**src/rtl/cdc_counter_pkg.sv**
```systemverilog
// ============================================================================
// Module      : cdc_counter_pkg
// Description : Shared Gray-code and pointer-width helpers for the FIFO CDC
//               pointer counters.
// Revision    : 1.0 - initial release
// ============================================================================
`default_nettype none

package cdc_counter_pkg;

    localparam int c_MAX_PTR_W = 32;

    function automatic int addr_width(input int depth);
        return $clog2(depth);
    endfunction

    // Reflected binary Gray code; callers cast the result down to pointer width.
    function automatic logic [c_MAX_PTR_W-1:0] gray_of(input logic [c_MAX_PTR_W-1:0] bin);
        return bin ^ (bin >> 1);
    endfunction

endpackage

`default_nettype wire

```
**src/rtl/cdc_counter.sv**
```systemverilog
// ============================================================================
// Module      : cdc_counter
// Description : Binary/Gray pointer counter with full (write side) or empty
//               (read side) detection against a synchronised peer pointer.
// Revision    : 1.0 - initial release
// ============================================================================
`default_nettype none

module cdc_counter
    import cdc_counter_pkg::*;
#(
    parameter int DEPTH     = 64,
    parameter bit FULLCHECK = 1'b0
) (
    input  logic                          clk,
    input  logic                          rst,
    input  logic                          Count_en,
    input  logic [addr_width(DEPTH):0]    ComparisonPointer,
    output logic                          PointerMatch,
    output logic [addr_width(DEPTH):0]    GreyPointer,
    output logic [addr_width(DEPTH)-1:0]  BinaryPointer
);
    localparam int ADDRWIDTH = addr_width(DEPTH);
    localparam int PW        = ADDRWIDTH + 1;

    logic [PW-1:0] r_bin_q, r_bin_d;
    logic [PW-1:0] r_gray_q, r_gray_d;
    logic [PW-1:0] w_match_ref;

    always_comb begin
        r_bin_d  = r_bin_q;
        if (Count_en) r_bin_d = r_bin_q + 1'b1;
        r_gray_d = PW'(gray_of(c_MAX_PTR_W'(r_bin_d)));
    end

    always_ff @(posedge clk) begin
        if (rst) begin
            r_bin_q  <= '0;
            r_gray_q <= '0;
        end else begin
            r_bin_q  <= r_bin_d;
            r_gray_q <= r_gray_d;
        end
    end

    // Full: peer is exactly one lap behind, which in Gray means the top two bits invert.
    generate
        if (!FULLCHECK) begin : g_empty
            assign w_match_ref = ComparisonPointer;
        end else if (ADDRWIDTH == 1) begin : g_full_narrow
            assign w_match_ref = ~ComparisonPointer;
        end else begin : g_full
            assign w_match_ref = {~ComparisonPointer[ADDRWIDTH:ADDRWIDTH-1],
                                  ComparisonPointer[ADDRWIDTH-2:0]};
        end
    endgenerate

    assign PointerMatch  = (r_gray_q == w_match_ref);
    assign GreyPointer   = r_gray_q;
    assign BinaryPointer = r_bin_q[ADDRWIDTH-1:0];

endmodule

`default_nettype wire

```
**config.mk**
```make
export PLATFORM = sky130hd
export DESIGN_NAME = cdc_counter
export DESIGN_NICKNAME = d
export VERILOG_FILES = /design/src/rtl/cdc_counter_pkg.sv /design/src/rtl/cdc_counter.sv
export SDC_FILE = /design/constraint.sdc
export NUM_CORES = 1
export LEC_CHECK = 0
export ABC_AREA = 1
export CELL_PAD_IN_SITES_DETAIL_PLACEMENT = 1
export CELL_PAD_IN_SITES_GLOBAL_PLACEMENT = 1
export CORE_MARGIN = 4
export CORE_UTILIZATION = 32
export CTS_CLUSTER_SIZE = 24
export DETAILED_ROUTE_END_ITERATION = 8
export GPL_TIMING_DRIVEN = 0
export PLACE_DENSITY_LB_ADDON = 0.1
export SETUP_SLACK_MARGIN = 0.1
export SYNTH_ARGS = -nofsm -noshare
export SYNTH_HDL_FRONTEND = slang
export SYNTH_SLANG_ARGS = --single-unit
```
**constraint.sdc**
```tcl
create_clock -name clk -period 2.22 [get_ports clk]
set_input_delay 0.444 -clock clk [delete_from_list [all_inputs] [get_ports clk]]
set_output_delay 0.444 -clock clk [all_outputs]
set_load 0.01 [all_outputs]
```
---- After elaboration in Yosys (flattened, before gate mapping) ----
Index checks and enable logic that the tools add are counted.
Widths: inputs -> output; s select.
storage, ports and cells
  flip-flop bits (word level) ............. 14
  latch bits .............................. 0
  memory bits (writable) .................. 0
  bits in read-only memories .............. 0
  input port bits ......................... 10
  output and inout bits ................... 14
  logic and storage cells ................. 6
  memories kept ........................... 0
cells by class
  $add $sub $neg .......................... 1
  multiply operators ...................... 0
  div/mod/pow operators ................... 0
  magnitude comparators ................... 0
  eq/ne operators ......................... 1
  shift operators ......................... 0
  mux-type cells .......................... 1
  bitwise gates (word level) .............. 1
  reductions and logical operators ........ 0
operators by type and width
  operator             count
  $add 7x1->7 const B  1
  $eq 7x7->1           1
  $mux 7               1
  $xor 7x6->7          1

---- Logic depth before layout (Yosys ltp) ----
Gate-level depths: netlist (run 1).
  depth after elaboration ................. 3
  gate-level depth with buffers ........... 9
  gate-level depth less buffers ........... 9

---- Worst setup path before layout (run 1) ----
No wires, ideal clock.
  path kind ............................... input port to output port
  start point ............................. in ComparisonPointer[1]
  end point ............................... out PointerMatch
  arrival ................................. 0.935 ns
  data required time ...................... 1.776 ns
  setup slack ............................. 0.841 ns
  stages .................................. 3
  buffers on the path ..................... 0
  cells stage by stage .................... xnor2_1 -> nand4_1 -> nor3_1
on the way
  longest elaborated chain between the ends .. 1
ends and longest elaborated chain
  element      RTL line           source
  from (decl)  cdc_counter.sv:18  input logic [addr_width(DEPTH):0] ComparisonPointer,
  $eq 7x7->1   cdc_counter.sv:58  assign PointerMatch = (r_gray_q == w_match_ref);
  to (decl)    cdc_counter.sv:19  output logic PointerMatch,
No other way between the ends.

---- Worst setup path after layout (run 1) ----
  start point ............................. in ComparisonPointer[6]
  end point ............................... out PointerMatch
The elaborated chain is that of the path after synthesis.

==> flow_summary_export.csv, run 1 <==
group,metric,value,unit
route,wire_per_inst,11.5,um
synth,ys_types,20,
die,die_w,52.8,um
worst_setup_path,crit_arrival,1.50,ns
cells_and_area,fin_area,916,um2
clocking,cts_buffer_depth,2,
synth,synth_top_family_by_area,"simple AND/OR/NAND/NOR gates",
synth,ys_seq_area_frac,0.405,
global_route,grt_util_met2,0.227,
clocking,cts_buffers,3,
global_route,antenna_found_initial,0,
cells_and_area,diodes,0,
global_route,use_met3,0.0427,
worst_setup_path,crit_buf_inv,2,
synth,netlist_instances,81,
clocking,tritoncts,"built",
global_route,grt.met1_usage,0.136,
route,finalWirelength,1.51,mm
sta,slew-limit-headroom,0.751,
global_route,grt.overflow.total,0,
route,route.detailed.drc,0,
worst_setup_path,cp_cell_sequence,"clkdlybuf4s50_1 -> xnor2_1 -> nand4_1 -> nor3_1 -> clkbuf_2",
sta,tightestPinTransition,0.373,ns
sta,period_needed,1.94,ns
placement,dp.cells,128,
cells_and_area,drive_gt1_frac,0.103,
clocking,clk_pin_slew,0.09,ns
hold_path,min_path_type,"primary input to flop",
route,detail-route-antenna-nets,0,
route,drt-pass1-iter-count,2,
cells_and_area,final-instance-count-excl-fill,132,
sta,holdWs,0.521,ns
synth,synth_compound_area_frac,0.0389,
worst_setup_path,cp_max_fo,1,
clocking,cts-htree-levels,1,
synth,synth_area,643,um2
synth,muxShareOfSynthArea,0.0156,
power,vdd_drop_max,0.000305,V
synth,synth_fa_ha_area_frac,0.0195,
synth,synth.area.top_cells,"dfxtp_1, nand2_1, xnor2_1",
cells_and_area,nets,119,
worst_setup_path,critical_path.top_delay_family,"buffers and inverters",
worst_setup_path,cp-start-kind,"primary input",
synth,yosys_most_used_dff,"dfxtp_1",
synth,synthXorXnorAreaFrac,0.185,
route,drtIter0Drc,1,
sta,slew_viol_final,0,
sta,hold_viol,0,
die,initial_core_util,0.353,
route,via_per_inst,4.33,
placement,post_dp_cell_area,895,um2
synth,synth.avg_cell_area,7.94,um2
worst_setup_path,critPathSlowestCell,"clkdlybuf4s50_1",
die,core.rowCount,15,
synth,synth_top_cell_area_share,0.405,
sta,fin_crit_sh,0.875,
outcome,outcome,"finished clean",
clocking,clkSinkCount,13,
cells_and_area,utilization,0.503,
placement,io_buffers,22,
worst_setup_path,path_class,"primary input to output pin",
worst_setup_path,cp.required,1.78,ns
sta,max_freq,515,MHz
die,dieArea,2790,um2
power,power.density,526,nW/um2
clocking,clk_latency,0.27,ns
synth,yosysWarningCount,0,
synth,yosysTopAreaCell,"dfxtp_1",
power,p_leak,0.382,nW
global_route,grt_pass1_wl,2.55,mm
die,io_pins,24,
sta,setup_viol,0,
synth,async_flop_share,0,
placement,hpwl,1.18,mm
global_route,grt.busiest_layer,"met2",
cells_and_area,synthToLayoutAreaGrowth,42.4,%
job,max_cap_viol_count,0,
cells_and_area,fillers,244,
worst_setup_path,max_stage_delay,0.47,ns
synth,synth-simple-area-share,0.272,
die,core,1820,um2
placement,gp_congestion,0.701,
worst_setup_path,reg2reg_slack,0.86,ns
placement,pre_cts_slack,-0.157,ns
sta,rsz0062_at_grt,"false",
sta,worst_clock_skew,0.00739,ns
synth,syn-num-nets,92,
synth,synth-seq-cells,13,
clocking,clockRootBuffer,"clkbuf_4",
global_route,grt.total_usage,0.126,
cells_and_area,final_cell_mix,"clkdlybuf4s50_1, nand2_1, dfxtp_1",
global_route,grt_pass1_vias,589,
route,dr_total_vias,571,
worst_setup_path,cp-end-kind,"output pin",
global_route,grt_max_degree,9,
die,die_h,52.8,um
synth,synth_edf_count,0,
cells_and_area,final_common_cell,"clkdlybuf4s50_1",
sta,fin_ws,0.278,ns
## power by group
| group | internal (mW) | total (mW) | switching [mW] |
|---|---|---|---|
| Sequential | 0.243 | 0.251 | 0.00848 |
| Combinational | 0.0451 | 0.0778 | 0.0328 |
| Clock | 0.0695 | 0.153 | 0.0835 |
| Total | 0.357 | 0.482 | 0.125 |
## path summary, 6_finish.rpt
kind                                           start        endpoint  cells after the start
worst min register to register            r_bin_q[6]      r_bin_q[6]                      4
worst max register to register            r_bin_q[0]  GreyPointer[3]                      7
worst min-delay path                             rst      r_bin_q[3]                      2
worst max-delay path            ComparisonPointer[6]    PointerMatch                      5
## layout make-up
cell class,count,area [um2],area share
Buffer,1,3.75,0.00410
Clock buffer,4,26.3,0.0287
Inverter,10,37.5,0.0410
Multi-Input combinational cell,57,342,0.373
Sequential cell,13,260,0.284
Tap cell,25,31.3,0.0342
Timing Repair Buffer,22,215,0.235
## metrics by stage
stage	power, mW	setup TNS [ns]
final	0.482	0
after floorplan	0.292	0
after detailed placement	0.336	-0.157
after global placement	0.333	-0.0864
after CTS	0.486	0
after global routing	0.509	0
## routing by layer
layer	share of wire	up-vias
met3	0.079	2
li1	-	295
met5	0	-
met4	0.011	0
met1	0.44	256
met2	0.47	18
## kinds of logic after synthesis
family,Yosys count
AOI/OAI and AO/OA,5
and+or+nand+nor,39
adders and majority gates,1
DFF,13
buffers and inverters,11
xor gates and xnor gates,11
muxes,1
## cells in the mapped netlist (2+ instances only)
cell type	number
nand3_1	2
nand2_2	2
nor2_4	2
o21ai_0	3
nor2_1	11
inv_1	9
xnor2_1	7
xnor2_2	2
o21ai_1	2
dfxtp_1	13
nand2_1	19
## repair_timing
item / CTS / global route
cloned: 0 / 0
hold buffers: 0 / 0
setup endpoints to repair: 1 / 1
buffers inserted: 0 / 0
gates resized for setup: 1 / 3
## flip-flops by register name, summed over array words and instances, names as in the netlist
signal / cells
r_bin_q: 7
GreyPointer: 6
Power figures use the tool's default switching activity.
==> inputs of run 2 (changes only) <==
--- a/config.mk
+++ b/config.mk
@@ -10,6 +10,7 @@
 export CELL_PAD_IN_SITES_GLOBAL_PLACEMENT = 1
 export CORE_MARGIN = 4
 export CORE_UTILIZATION = 32
+export CTS_CLUSTER_DIAMETER = 150
 export CTS_CLUSTER_SIZE = 24
 export DETAILED_ROUTE_END_ITERATION = 8
 export GPL_TIMING_DRIVEN = 0
==> constraint.sdc (replaced) <==
create_clock -name clk -period 2.22 [get_ports clk]
set_input_delay 0.444 -clock clk [delete_from_list [all_inputs] [get_ports clk]]
set_output_delay 0.444 -clock clk [all_outputs]
set_load 0.1 [all_outputs]
==> run 2 against run 1 <==
Critical path depth unchanged. Die area stayed put. Sequential power about the same. Combinational power increased by 79%. Sequential cell count stayed put. Worst setup slack lost 0.10 ns. Non-clock buffer count did not move. Global-route usage about the same. Clock power shrank 5%. Power grew 11%.
==> flow_summary_export.csv, run 2 (synthesis results as in run 1) <==
group,metric,value,unit
placement,dp.cells,128,
clocking,post_cts_buffers,0,
sta,hold_viol,0,
die,dieArea,2790,um2
route,via_per_inst,4.36,
global_route,grt.total_usage,0.126,
cells_and_area,final_cell_mix,"nand2_1, dlygate4sd2_1, nor2_1",
cells_and_area,multiInputGateArea,353,um2
cells_and_area,diodes,0,
clocking,clk_latency,0.27,ns
clocking,cts-htree-levels,1,
cells_and_area,layout.area.seq,279,um2
cells_and_area,largest_reg_flops,7,
die,initial_core_util,0.353,
global_route,antenna_found_initial,0,
sta,rsz0062_at_grt,"false",
power,vdd_drop_max,0.000314,V
clocking,cts_buffer_depth,2,
cells_and_area,final_common_cell,"nand2_1",
sta,tightestPinTransition,0.959,ns
placement,io_buffers,22,
route,route.detailed.drc,0,
route,dr_total_vias,576,
route,wl_met3,103,um
clocking,clkSinkCount,13,
route,wl_met2,691,um
power,p_leak,0.454,nW
die,core.rowCount,15,
worst_setup_path,path_class,"primary input to output pin",
outcome,outcome,"finished clean",
worst_setup_path,cp-end-kind,"output pin",
die,die_h,52.8,um
worst_setup_path,reg2reg_slack,0.84,ns
die,io_pins,24,
cells_and_area,synthToLayoutAreaGrowth,46.9,%
route,dr.max_layer_used,"met4",
die,core,1820,um2
sta,slew_viol_final,0,
cells_and_area,final-instance-count-excl-fill,132,
cells_and_area,nets,119,
clocking,tritoncts,"built",
route,drt-met1-wl,664,um
route,drt-pass1-iter-count,1,
route,detail-route-antenna-nets,0,
global_route,grt_pass1_wl,2.55,mm
route,drtIter0Drc,0,
sta,worst_clock_skew,0.00250,ns
cells_and_area,drive_gt1_frac,0.178,
sta,max_freq,489,MHz
sta,setup_tns,0,ns
cells_and_area,fillers,230,
route,finalWirelength,1.48,mm
sta,period_needed,2.05,ns
sta,holdWs,0.520,ns
global_route,grt_pass1_vias,596,
route,wire_per_inst,11.2,um
clocking,cts_buffers,3,
clocking,clk_pin_slew,0.08,ns
sta,fin_crit_sh,0.922,
hold_path,min_path_type,"primary input to flop",
worst_setup_path,crit_arrival,1.60,ns
placement,hpwl,1.19,mm
power,power.density,566,nW/um2
power,power,0.535,mW
die,die_w,52.8,um
sta,slew-limit-headroom,0.363,
placement,gp_congestion,0.700,
job,max_cap_viol_count,0,
cells_and_area,max_flop_register,"r_bin_q",
sta,setup_viol,0,
global_route,grt_max_degree,9,
global_route,grt.overflow.total,0,
clocking,clockRootBuffer,"clkbuf_4",
worst_setup_path,cp_max_fo,1,
worst_setup_path,cp.required,1.78,ns
worst_setup_path,cp-start-kind,"primary input",
run 2: cell count changes in the layout (fill, tap and decap cells not counted), sizes merged:
| cell | before | now |
|---|---|---|
| clkbuf | 6 | 5 |
| clkdlybuf4s50 | 21 | 8 |
| buf | 0 | 1 |
| dlygate4sd2 | 0 | 13 |
run 2: worst paths after layout:
check / startpoint / to / cells after the start
worst max-delay path: ComparisonPointer[6] / PointerMatch / 5
worst min register to register: r_bin_q[6] / r_bin_q[6] / 3
worst max register to register: r_bin_q[0] / GreyPointer[3] / 8
worst min-delay path: rst / r_bin_q[0] / 2
run 2: power breakdown:
| part | leakage [nW] | internal (mW) | switching [mW] |
|---|---|---|---|
| Clock | 0.0150 | 0.0696 | 0.0766 |
| Sequential | 0.110 | 0.242 | 0.00812 |
| Combinational | 0.329 | 0.0389 | 0.100 |
| Total | 0.454 | 0.350 | 0.185 |
run 2: what timing repair did:
item	CTS	global route
hold buffers	0	0
pin swaps	0	1
endpoints found under the hold margin	0	0
setup endpoints to repair	14	1
resized for setup	22	0
run 2: layout make-up:
cell class,count,area share
Inverter,10,0.0397
Buffer,1,0.00397
Multi-Input combinational cell,57,0.374
Tap cell,25,0.0331
Clock buffer,4,0.0278
Timing Repair Buffer,22,0.226
Sequential cell,13,0.295
run 2: worst max-delay path, stage by stage:
cell,delay (ns)
clkdlybuf4s50_1,0.48
xnor2_1,0.13
nand4_1,0.16
nor3_4,0.18
buf_12,0.20
run 2: stage by stage:
step | area (um2) | setup slack, ns | util
3_5_place_dp | 925 | -0.805 | 0.508
2_1_floorplan | 673 | 0.104 | -
3_3_place_gp | 925 | -0.768 | 0.508
4_1_cts | 945 | 0.101 | 0.519
5_1_grt | 945 | 0.116 | 0.519
6_report | 945 | 0.174 | 0.519
run 2: metal layers:
layer / track usage / vias up
li1: - / 301
met1: 0.141 / 249
met2: 0.219 / 22
met3: 0.0370 / 4
met4: 0.0511 / 0
met5: 0 / -
==> inputs of run 3 (changes only) <==
--- a/config.mk
+++ b/config.mk
@@ -14,7 +14,7 @@
 export CTS_CLUSTER_SIZE = 24
 export DETAILED_ROUTE_END_ITERATION = 8
 export GPL_TIMING_DRIVEN = 0
-export PLACE_DENSITY_LB_ADDON = 0.1
+export PLACE_DENSITY_LB_ADDON = 0.2
 export SETUP_SLACK_MARGIN = 0.1
 export SYNTH_ARGS = -nofsm -noshare
 export SYNTH_HDL_FRONTEND = slang
==> run 3 against run 2 <==
First-iteration DRC count is 1 higher. Critical path depth is 4 lower. Power is 0.25% higher. Global-route usage is 0.97 points higher. Register-to-register slack hardly changed. Routed wire length is 6.3% higher.
==> flow_summary_export.csv, run 3 (synthesis results as in run 1) <==
group,metric,value,unit
route,detail-route-antenna-nets,0,
clocking,clk_pin_slew,0.08,ns
die,die_h,52.8,um
route,wl_met3,151,um
power,pwr-share-seq,0.466,
cells_and_area,largest_reg_flops,7,
hold_path,worstHoldPathCells,2,
clocking,cts-htree-levels,1,
route,route.detailed.drc,0,
die,initial_core_util,0.353,
power,internal-power,0.350,mW
sta,slew_viol_final,0,
worst_setup_path,cp-start-kind,"flop",
placement,io_buffers,22,
route,via_per_inst,4.47,
sta,rsz0062_at_grt,"false",
power,switchingPower,0.186,mW
worst_setup_path,crit_arrival,1.60,ns
cells_and_area,fin_area,945,um2
cells_and_area,fillers,246,
route,dr_total_vias,590,
cells_and_area,utilization,0.519,
cells_and_area,diodes,0,
worst_setup_path,critical_path.top_delay_family,"buffers and inverters",
global_route,grt.total_usage,0.136,
clocking,clk_latency,0.28,ns
hold_path,min_path_type,"primary input to flop",
die,core.rowCount,15,
route,wl_met2,732,um
worst_setup_path,ff2ff_path_depth,8,
clocking,cts_buffer_depth,2,
worst_setup_path,path_class,"flop to output pin",
sta,hold_viol,0,
sta,tightestPinTransition,0.965,ns
power,p_leak,0.454,nW
route,wire_per_inst,11.9,um
sta,holdWs,0.518,ns
worst_setup_path,crit_buf_inv,1,
placement,gp_congestion,0.659,
cells_and_area,final-instance-count-excl-fill,132,
die,io_pins,24,
hold_path,hold_end,"r_bin_q[3]",
power,comb_power_share,0.258,
sta,setup_viol,0,
cells_and_area,max_flop_register,"r_bin_q",
worst_setup_path,regToRegEndpoint,"GreyPointer[5]",
worst_setup_path,cp-end-kind,"output pin",
die,die_w,52.8,um
sta,slew-limit-headroom,0.359,
worst_setup_path,reg2reg_slack,0.83,ns
cells_and_area,final_common_cell,"nand2_1",
cells_and_area,synthToLayoutAreaGrowth,46.9,%
route,dr.max_layer_used,"met4",
job,max_cap_viol_count,0,
clocking,clkSinkCount,13,
worst_setup_path,cp_max_fo,4,
die,dieArea,2790,um2
placement,post_dp_cell_area,925,um2
power,pwr-share-clk,0.276,
sta,period_needed,2.04,ns
placement,dp.cells,128,
worst_setup_path,cp.required,1.78,ns
power,power.density,568,nW/um2
worst_setup_path,r2r_start,"r_bin_q[0]",
worst_setup_path,critPathSlowestCell,"dlygate4sd2_1",
sta,fin_crit_sh,0.921,
route,drt-met1-wl,650,um
power,swShare,0.347,
cells_and_area,nets,119,
route,drt-pass1-iter-count,4,
clocking,clockRootBuffer,"clkbuf_4",
power,vdd_drop_max,0.000279,V
cells_and_area,drive_gt1_frac,0.178,
hold_path,min-delay-start,"rst",
route,finalWirelength,1.57,mm
global_route,grt_max_degree,9,
cells_and_area,final_cell_mix,"nand2_1, dlygate4sd2_1, nor2_1",
clocking,tritoncts,"built",
worst_setup_path,max_stage_delay,0.89,ns
placement,hpwl,1.23,mm
global_route,grt_pass1_vias,633,
outcome,outcome,"finished clean",
global_route,grt_pass1_wl,2.71,mm
sta,max_freq,489,MHz
die,core,1820,um2
sta,worst_clock_skew,0.00538,ns
power,power,0.536,mW
global_route,antenna_found_initial,0,
route,drtIter0Drc,1,
clocking,cts_buffers,3,
worst_setup_path,cp_cell_sequence,"dlygate4sd2_1",
global_route,grt.overflow.total,0,
[run 3: cell counts in the layout (fill, tap and decap cells not counted)]
No cell type changed its count.
[run 3: worst max path at each step]
stage	from	to	slack (ns)	cells after the start
after floorplan	GreyPointer[3]	PointerMatch	0.10	2
after global placement	ComparisonPointer[6]	PointerMatch	-0.77	5
after detailed placement	ComparisonPointer[0]	PointerMatch	-0.78	5
after CTS	ComparisonPointer[0]	PointerMatch	0.06	5
after global routing	r_bin_q[4]	BinaryPointer[4]	0.11	1
final	r_bin_q[2]	BinaryPointer[2]	0.18	1
[run 3: cell type report]
cell class | instances | area (um2) | area share
plain buffers | 1 | 3.75 | 0.00397
multi-input cells | 57 | 353 | 0.374
flip-flops and latches | 13 | 279 | 0.295
clock buffers | 4 | 26.3 | 0.0278
repair buffers | 22 | 214 | 0.226
inverters | 10 | 37.5 | 0.0397
well taps | 25 | 31.3 | 0.0331
[run 3: metrics by stage]
stage,setup TNS [ns],worst slack [ns]
3_3_place_gp,-0.767,-0.767
4_1_cts,0,0.0612
3_5_place_dp,-0.776,-0.776
2_1_floorplan,0,0.104
5_1_grt,0,0.109
6_report,0,0.176
[run 3: routing by layer]
metal	GRT usage	up-vias
li1	-	296
met1	0.151	264
met2	0.242	25
met3	0.0285	5
met4	0.0638	0
met5	0	-
[run 3: power by group through the flow]
stage                     clock network (mW)  registers, mW  logic (mW)
after floorplan                            0          0.325      0.0342
after global placement                     0          0.256       0.143
after detailed placement                   0          0.256       0.146
after CTS                              0.153          0.250       0.139
after global routing                   0.166          0.251       0.148
final                                  0.148          0.250       0.139
[run 3: repair_timing]
| item | 4_1_cts | 5_1_grt |
|---|---|---|
| pin swaps | 0 | 2 |
| endpoints found under the setup margin | 14 | 1 |
| hold buffers | 0 | 0 |
| gates resized for setup | 19 | 3 |
| setup buffers | 0 | 0 |
